### config.mk
export PLATFORM = sky130hd
export DESIGN_NAME = sequenciador_display
export DESIGN_NICKNAME = d
export VERILOG_FILES = /design/src/rtl/sequenciador_display_pkg.sv /design/src/rtl/rom_init_oled.sv /design/src/rtl/sequenciador_display.sv
export SDC_FILE = /design/constraint.sdc
export NUM_CORES = 1
export LEC_CHECK = 0
export ABC_AREA = 1
export ABC_CLOCK_PERIOD_IN_PS = 1830
export BUFFER_PORTS_ARGS = -buffer_cell sky130_fd_sc_hd__buf_2
export CAP_MARGIN = 10
export CELL_PAD_IN_SITES_DETAIL_PLACEMENT = 0
export CELL_PAD_IN_SITES_GLOBAL_PLACEMENT = 1
export CORE_MARGIN = 10
export CORE_UTILIZATION = 35
export DETAILED_ROUTE_END_ITERATION = 16
export HOLD_SLACK_MARGIN = 0.12
export PLACE_DENSITY_LB_ADDON = 0.1
export SLEW_MARGIN = 15
export SYNTH_ARGS = -nofsm -noshare
export SYNTH_HDL_FRONTEND = slang
export SYNTH_HIERARCHICAL = 1
export SYNTH_SLANG_ARGS = --single-unit
### constraint.sdc
create_clock -name clk -period 1.83 [get_ports clk]
set_input_delay 0.183 -clock clk [delete_from_list [all_inputs] [get_ports clk]]
set_output_delay 0.183 -clock clk [all_outputs]
set_load 0.01 [all_outputs]
### src/rtl/sequenciador_display_pkg.sv
// Shared definitions for the OLED frame sequencer: FSM encoding, address-window commands, frame size, defaults.
// Pure definitions package, no timing or flow-control behaviour of its own.
package sequenciador_display_pkg;

    typedef enum logic [2:0] {
        ST_INIT,
        ST_IDLE,
        ST_ADDR,
        ST_FETCH,
        ST_STREAM
    } state_t;

    localparam int          FRAME_BYTES        = 1024;
    localparam int          ADDR_CMDS          = 6;
    localparam logic [23:0] DEF_REFRESH_CYCLES = 24'd5_000_000;
    localparam int          DEF_INIT_LEN       = 25;

    // Column window 0..127, page window 0..7: the whole 128x64 panel.
    function automatic logic [7:0] addr_cmd(input logic [2:0] idx);
        case (idx)
            3'd0:    return 8'h21;
            3'd1:    return 8'h00;
            3'd2:    return 8'h7F;
            3'd3:    return 8'h22;
            3'd4:    return 8'h00;
            3'd5:    return 8'h07;
            default: return 8'h00;
        endcase
    endfunction

endpackage

### src/rtl/rom_init_oled.sv
// SSD1306 power-up command ROM; combinational read, no latency.
// No flow control: the sequencer owns the index and only advances it on an accepted byte.
module rom_init_oled (
    input  logic [4:0] idx_i,
    output logic [7:0] data_o
);

    always_comb begin
        data_o = 8'hE3;
        case (idx_i)
            5'd0:  data_o = 8'hAE;
            5'd1:  data_o = 8'hD5;
            5'd2:  data_o = 8'h80;
            5'd3:  data_o = 8'hA8;
            5'd4:  data_o = 8'h3F;
            5'd5:  data_o = 8'hD3;
            5'd6:  data_o = 8'h00;
            5'd7:  data_o = 8'h40;
            5'd8:  data_o = 8'h8D;
            5'd9:  data_o = 8'h14;
            5'd10: data_o = 8'h20;
            5'd11: data_o = 8'h00;
            5'd12: data_o = 8'hA1;
            5'd13: data_o = 8'hC8;
            5'd14: data_o = 8'hDA;
            5'd15: data_o = 8'h12;
            5'd16: data_o = 8'h81;
            5'd17: data_o = 8'hCF;
            5'd18: data_o = 8'hD9;
            5'd19: data_o = 8'hF1;
            5'd20: data_o = 8'hDB;
            5'd21: data_o = 8'h40;
            5'd22: data_o = 8'hA4;
            5'd23: data_o = 8'hA6;
            5'd24: data_o = 8'hAF;
            default: data_o = 8'hE3;
        endcase
    end

endmodule

### src/rtl/sequenciador_display.sv
// Sequences OLED init, address window and 1024 image bytes to a serial transmitter; one byte per 2 cycles at best.
// Registered valid/ready output: byte, D/C flag and img_addr hold while tx_ready is low.
module sequenciador_display
    import sequenciador_display_pkg::*;
#(
    parameter logic [23:0] REFRESH_CYCLES = DEF_REFRESH_CYCLES,
    parameter int          INIT_LEN       = DEF_INIT_LEN
) (
    input  logic       clk,
    input  logic       rst_n,
    input  logic [3:0] estado,
    output logic [9:0] img_addr,
    input  logic [7:0] img_data,
    output logic [7:0] tx_data,
    output logic       tx_dc,
    output logic       tx_valid,
    input  logic       tx_ready,
    output logic       busy,
    output logic       frame_done
);

    localparam logic [4:0]  INIT_LAST    = 5'(INIT_LEN - 1);
    localparam logic [2:0]  CMD_LAST     = 3'(ADDR_CMDS - 1);
    localparam logic [9:0]  PIX_LAST     = 10'(FRAME_BYTES - 1);
    localparam logic [23:0] REFRESH_LAST = REFRESH_CYCLES - 24'd1;

    state_t      state_q, state_d;
    logic [4:0]  init_idx_q, init_idx_d;
    logic [2:0]  addr_idx_q, addr_idx_d;
    logic [9:0]  img_addr_q, img_addr_d;
    logic [23:0] refresh_q, refresh_d;
    logic [3:0]  estado_q, estado_d;
    logic [7:0]  tx_data_q, tx_data_d;
    logic        tx_dc_q, tx_dc_d;
    logic        tx_valid_q, tx_valid_d;
    logic        frame_done_q, frame_done_d;
    logic [7:0]  rom_byte;
    logic        accept;

    rom_init_oled u_rom (
        .idx_i  (init_idx_q),
        .data_o (rom_byte)
    );

    assign accept = tx_valid_q & tx_ready;

    // Each byte is loaded into the output register when valid is low and dropped on acceptance,
    // so a stalled byte simply sits in the register untouched.
    always_comb begin
        state_d      = state_q;
        init_idx_d   = init_idx_q;
        addr_idx_d   = addr_idx_q;
        img_addr_d   = img_addr_q;
        refresh_d    = 24'd0;
        estado_d     = estado_q;
        tx_data_d    = tx_data_q;
        tx_dc_d      = tx_dc_q;
        tx_valid_d   = tx_valid_q;
        frame_done_d = 1'b0;
        case (state_q)
            ST_INIT: begin
                if (!tx_valid_q) begin
                    tx_data_d  = rom_byte;
                    tx_dc_d    = 1'b0;
                    tx_valid_d = 1'b1;
                end else if (accept) begin
                    tx_valid_d = 1'b0;
                    if (init_idx_q == INIT_LAST) begin
                        init_idx_d = 5'd0;
                        estado_d   = estado;
                        state_d    = ST_ADDR;
                    end else begin
                        init_idx_d = init_idx_q + 5'd1;
                    end
                end
            end
            ST_IDLE: begin
                tx_valid_d = 1'b0;
                if ((estado != estado_q) || (refresh_q == REFRESH_LAST)) begin
                    estado_d = estado;
                    state_d  = ST_ADDR;
                end else begin
                    refresh_d = refresh_q + 24'd1;
                end
            end
            ST_ADDR: begin
                if (!tx_valid_q) begin
                    tx_data_d  = addr_cmd(addr_idx_q);
                    tx_dc_d    = 1'b0;
                    tx_valid_d = 1'b1;
                end else if (accept) begin
                    tx_valid_d = 1'b0;
                    if (addr_idx_q == CMD_LAST) begin
                        addr_idx_d = 3'd0;
                        img_addr_d = 10'd0;
                        state_d    = ST_FETCH;
                    end else begin
                        addr_idx_d = addr_idx_q + 3'd1;
                    end
                end
            end
            ST_FETCH: begin
                // img_data for the current img_addr has settled by the end of this cycle.
                tx_data_d  = img_data;
                tx_dc_d    = 1'b1;
                tx_valid_d = 1'b1;
                state_d    = ST_STREAM;
            end
            ST_STREAM: begin
                if (accept) begin
                    tx_valid_d = 1'b0;
                    if (img_addr_q == PIX_LAST) begin
                        img_addr_d   = 10'd0;
                        frame_done_d = 1'b1;
                        state_d      = ST_IDLE;
                    end else begin
                        img_addr_d = img_addr_q + 10'd1;
                        state_d    = ST_FETCH;
                    end
                end
            end
            default: begin
                tx_valid_d = 1'b0;
                state_d    = ST_INIT;
            end
        endcase
    end

    always_ff @(posedge clk or negedge rst_n) begin
        if (!rst_n) begin
            state_q      <= ST_INIT;
            init_idx_q   <= 5'd0;
            addr_idx_q   <= 3'd0;
            img_addr_q   <= 10'd0;
            refresh_q    <= 24'd0;
            estado_q     <= 4'd0;
            tx_data_q    <= 8'h00;
            tx_dc_q      <= 1'b0;
            tx_valid_q   <= 1'b0;
            frame_done_q <= 1'b0;
        end else begin
            state_q      <= state_d;
            init_idx_q   <= init_idx_d;
            addr_idx_q   <= addr_idx_d;
            img_addr_q   <= img_addr_d;
            refresh_q    <= refresh_d;
            estado_q     <= estado_d;
            tx_data_q    <= tx_data_d;
            tx_dc_q      <= tx_dc_d;
            tx_valid_q   <= tx_valid_d;
            frame_done_q <= frame_done_d;
        end
    end

    assign img_addr   = img_addr_q;
    assign tx_data    = tx_data_q;
    assign tx_dc      = tx_dc_q;
    assign tx_valid   = tx_valid_q;
    assign frame_done = frame_done_q;
    assign busy       = (state_q != ST_IDLE);

endmodule

Word level (Yosys, flattened, before mapping)
Memory sizes are Yosys's and may differ from the RTL's.
Cells that the tools add are included.

storage, ports and cells
  bits in latches = 0
  memory bits (writable) = 0
  memory bits (read-only) = 256
  register bits after elaboration = 60
  memories = 1

operators by class
  $mul = 0
  eq/ne operators = 23
  reductions and logical operators = 15
  add/subtract/negate cells = 4
  magnitude comparators = 0
  bitwise logic cells = 1
  divide/modulo/power cells = 0
  shift operators = 0
  mux-type cells = 38

memory list
  name             depth  bits a word  read ports  clocked after memory_dff  write ports  RTL line             RTL
  (no name shown)  32     8            1           0                         0            rom_init_oled.sv:10  case (idx_i)

operators by type and width
  operator               number
  $mux 10                5
  $mux 24                2
  $pmux 7 s4             1
  $mux 3                 9
  $add 24x1->24 const B  1
  $eq 24x23->1 const B   1
  $pmux 8 s3             1
  $ne 2x2->1 const B     11
  $pmux 10 s2            1
  $mux 4                 4
  $mux 8                 2
  $pmux 3 s5             1
  $eq 3x2->1 const B     4
  $add 10x1->10 const B  1
  $eq 10x10->1 const B   1
  $reduce_and 5->1       2
  $reduce_and 3->1       3
  $pmux 4 s2             1
  $reduce_and 8->1       1
  $mux 1                 7
  $eq 3x3->1 const B     2
  $logic_not 3->1        2
  $reduce_bool 2->1      3
  $add 5x1->5 const B    1
  14 further kinds       14

Longest topological paths before layout
  word-level depth = 5
  gate-level depth with buffers = 10

Cells and area by module
Netlist, hierarchy kept.

modules (own cells, without submodules)
  module                instances  sequential area each (sq um)  cells each  area each (sq um)
  sequenciador_display  1          1,501.4                       469         3,472.1
  rom_init_oled         1          0.0                           85          436.7

Worst setup path after synthesis
OpenSTA, ideal clock, no wires.

  path kind = reg-to-reg
  from = reg init_idx_q[1]
  to = reg tx_data_q[1] (netlist: tx_data[1])
  cell stages (with the launch flop) = 10
  path buffers = 0
  setup time = 0.065 ns
  path slack = 0.226 ns
  data required time = 1.765 ns
  arrival time = 1.539 ns
  cell sequence = dfrtp_1 > inv_1 > ha_1 > inv_1 > nand2_1 > nand3_1 > a21boi_0 > nand2_1 > a31o_2 > nand2_1

between the ends
  word-level cells in the longest chain between the ends = 3

ends and longest elaborated chain
  what                    RTL line                     RTL
  start, declared         sequenciador_display.sv:28   logic [4:0] init_idx_q, init_idx_d;
  start signal, assigned  sequenciador_display.sv:143  init_idx_q <= init_idx_d;
  $mem_v2 32x8            --
  net rom_byte[1]         sequenciador_display.sv:37   logic [7:0] rom_byte;
  $mux 8                  sequenciador_display.sv:62   if (!tx_valid_q) begin
  $pmux 8 s3              sequenciador_display.sv:60   case (state_q)
  end signal, assigned    sequenciador_display.sv:148  tx_data_q <= tx_data_d;
  end, declared           sequenciador_display.sv:33   logic [7:0] tx_data_q, tx_data_d;

The timed path passes the listed nets, and every way through them passes these cells. The select of a mux whose other input is x is not followed.
A chain may end at the register's enable or synchronous reset.

Worst setup path after layout
  from = reg state_q[2]
  to = reg state_q[1]

between the ends
  word-level cells in the longest chain between the ends = 3
  elaborated cells between the ends (all ways) = 15
  those cells by class = eq/ne (12); mux (1); reduce/logical (2)

ends and longest elaborated chain
  what                                RTL line                     RTL
  start, declared                     sequenciador_display.sv:27   state_t state_q, state_d;
  start signal, assigned              sequenciador_display.sv:142  state_q <= state_d;
  $eq 3x2->1 (tied with other cells)  sequenciador_display.sv:60
  $ne 2x2->1 (no line)                --
  $reduce_and 8->1 (no line)          --

Several ways; a longest one is shown, not always the timed one.

==> results.md <==
* Hold EP: tx_data[6]
* Hold path depth at 3
* Routed vias at about 3700
* Seq. cell area at roughly 1500 um2
* Max VDD drop at approximately 750 uV
* Hold Vio Cnt, Final at 0
* Synth async-reset ratio at between 90% and 100%
* Slew @ Worst Pin at between 0.5 and 0.6 ns
* Yosys cell types at 37
* CTS buffer count at 9
* Crit path required time at ~2.1 ns
* Fmax at 584 MHz
* Hpwl dp at 7950 um
* Hold Crit Start: img_data[6]
* Largest net degree at the start of global routing at 25
* Die width at between 100 and 150 um
* Tot Pwr at about 6.3 mW
* Syn_area_per_cell at 7.06 um2
* First-pass GRT wire length at ~17000 um
* Vias per cell at about 4.8
* Worst-path fanout max at 13
* Final ANT Viol Nets at 0
* Number of synthesized flops with an enable pin at 0
* Clock buffer depth at 2
* Ys flop type: dfrtp_1
* Leakage power at about 2.3 nW
* Sum Neg Setup Slack at 0 ns
* Clock sink total at 60
* PwrDens at roughly 1300 nW/um2
* Setup CP Type: flip-flop to flip-flop
* R2R depth at 9
* Row count at 38
* Antenna cell count at 0
* Arrival time worst endpoint at between 1.5 and 2 ns
* Worst setup EP type: flip-flop
* Max-cap viol count at 0
* Commonest cells after routing, fill and taps aside: nand2_1 (161), nor2_1 (82), inv_1 (71)
* DRT iter0 DRCs at ~210
* Layout cells sized above 1 at ~16%
* Starting Density at 35.9%
* Synth Net Count at approximately 580
* Die height at 126 um
* GRT Overall Usage at 13.1%
* CTS tree: yes
* Port bufs at 36
* R2R Path End: state_q[1]
* Vias in the first global route at approximately 3500
* CP startpoint kind: flip-flop
* Setup repair after global routing missed its margin: yes
* Core footprint at ~11000 um2
* Final min period at ~1.7 ns
* Worst-path clk slew at around 0.070 ns
* Period utilization at 93.5%
* Area taken by multi-input logic gates at approximately 2100 um2
* Hold crit path type: input pin to flip-flop
* Setup Viol. Count Final at 0
* Initial antenna violation count at 0
* Clock Latency Late Sink at roughly 0.35 ns
* DR WL/cell at approximately 13 um
* First-pass detailed-route iteration total at 6
* Htree depth at 3
* Number of fill cells in the layout at roughly 1100
* Synth Register Bits at 60
* Skew final at 0.0128 ns
* Status: finished, final reports clean
* Sequential fraction of the synthesis area at about two fifths
* Total routed wirelength at approximately 10000 um
* Reg-to-Reg Start: state_q[2]
* NumNets Final at 651
* Max-slew headroom at between 60 and 70%
* RePlAce Congestion at ~0.83
* Flop-to-flop setup slack at between 0.1 and 0.15 ns
* Die ar. at about 16000 um2
* Mapped Cells at approximately 550
* Mapped Area at ~3900 um2
* Area grow syn2layout at 20.9%
* Commonest non-fill, non-tap cell in the layout: nand2_1
* Max-slew violation count at 0
* Synth Warn # at 6
* Number of remaining DRC errors at 0
* I/O pins at 37
* GR Overflow Total at 0
* Clock root buffer: clkbuf_8
report_power, final:
part / total (mW) / switching (mW) / internal [mW]
logic: 3.00 / 1.89 / 1.11
registers: 1.92 / 0.280 / 1.64
clock network: 1.35 / 0.544 / 0.803
registers in the layout (all words and copies together) (netlist names):
register,cells
estado_q,4
tx_dc,1
frame_done,1
tx_valid,1
addr_idx_q,3
refresh_q,24
tx_data,8
img_addr,10
state_q,3
init_idx_q,5
per-layer routing:
layer / up-vias / wire length [um] / global-route usage, %
li1: 1909 / - / -
met1: 1708 / 4750 / 15.9
met2: 40 / 5200 / 22.6
met3: 13 / 280 / 3.19
met4: 0 / 106 / 3.32
met5: - / 0 / 0
worst max path at each step:
stage,from,end,slack (ns),cells past startpoint
floorplan,init_idx_q[1],tx_data[1],0.23,9
global placement,state_q[0],img_addr[6],0.04,8
detailed placement,state_q[0],img_addr[7],0.07,8
CTS,state_q[0],img_addr[7],0.03,8
global route,state_q[0],img_addr[7],-0.02,8
finish,state_q[2],state_q[1],0.12,9
logic make-up after synthesis:
kind of cell             synth area share (%)
AO/OA/AOI/OAI                            6.82
XOR/XNOR                                 2.24
adder cells (fa/ha/maj)                  3.84
buffers and inverters                    8.39
flip-flops                               38.4
AND/OR/NAND/NOR                          40.3
synthesized netlist by cell type, types with 2 or more instances:
cell	count	area share, %
dfrtp_1	60	38
xor2_1	5	1.1
nor3_2	10	2.6
nand2_1	161	15
a31oi_1	3	0.48
or2_2	3	0.48
buf_6	2	0.58
a21oi_1	14	1.8
buf_2	2	0.26
xnor2_1	5	1.1
nor2_1	84	8.1
inv_1	71	6.8
ha_1	12	3.8
o211ai_1	2	0.38
nand2_2	2	0.32
nor4_1	2	0.32
nand2_4	2	0.58
o21ai_0	18	2.3
a41oi_1	3	0.67
nor2_2	3	0.48
nand3_1	52	6.7
a21boi_0	2	0.38
nor2_4	3	0.86
inv_2	2	0.19
nand4_1	11	1.8
nor3_1	9	1.2
cell type report:
cell class,count,area share [%]
Multi-Input combinational cell,415,44.5
Sequential cell,60,31.8
Tap cell,140,3.71
Clock inverter,4,1.54
Clock buffer,12,3.07
Timing Repair Buffer,65,9.64
Inverter,73,5.80
critical path: stages, from the launching register on:
cell and delay, ns:
dfrtp_1 0.40, inv_1 0.13, nand2_1 0.14, nor2_2 0.17
nand3_1 0.15, nor2_4 0.15, nand2_4 0.13, buf_12 0.18
nand3_1 0.08, nand2_1 0.05
stage by stage:
step                utilization (%)  cell area [um2]  hold WS (ns)  std cells  setup WS (ns)
CTS                            43.2             4700         0.126        769         0.0337
finish                         43.4             4730         0.133        769          0.118
global route                   43.4             4730         0.144        769        -0.0157
global placement               40.5             4410         0.191        745         0.0438
detailed placement             40.5             4410         0.194        745         0.0684
floorplan                         -             3910        -0.113        554          0.226
what timing repair did:
action,CTS,global route
endpoints found under the hold margin,24,0
hold buffers,8,0
gates resized for setup,0,5
setup buffers,0,0
endpoints found under the setup margin,0,9
(Power assumes the default switching activity.)
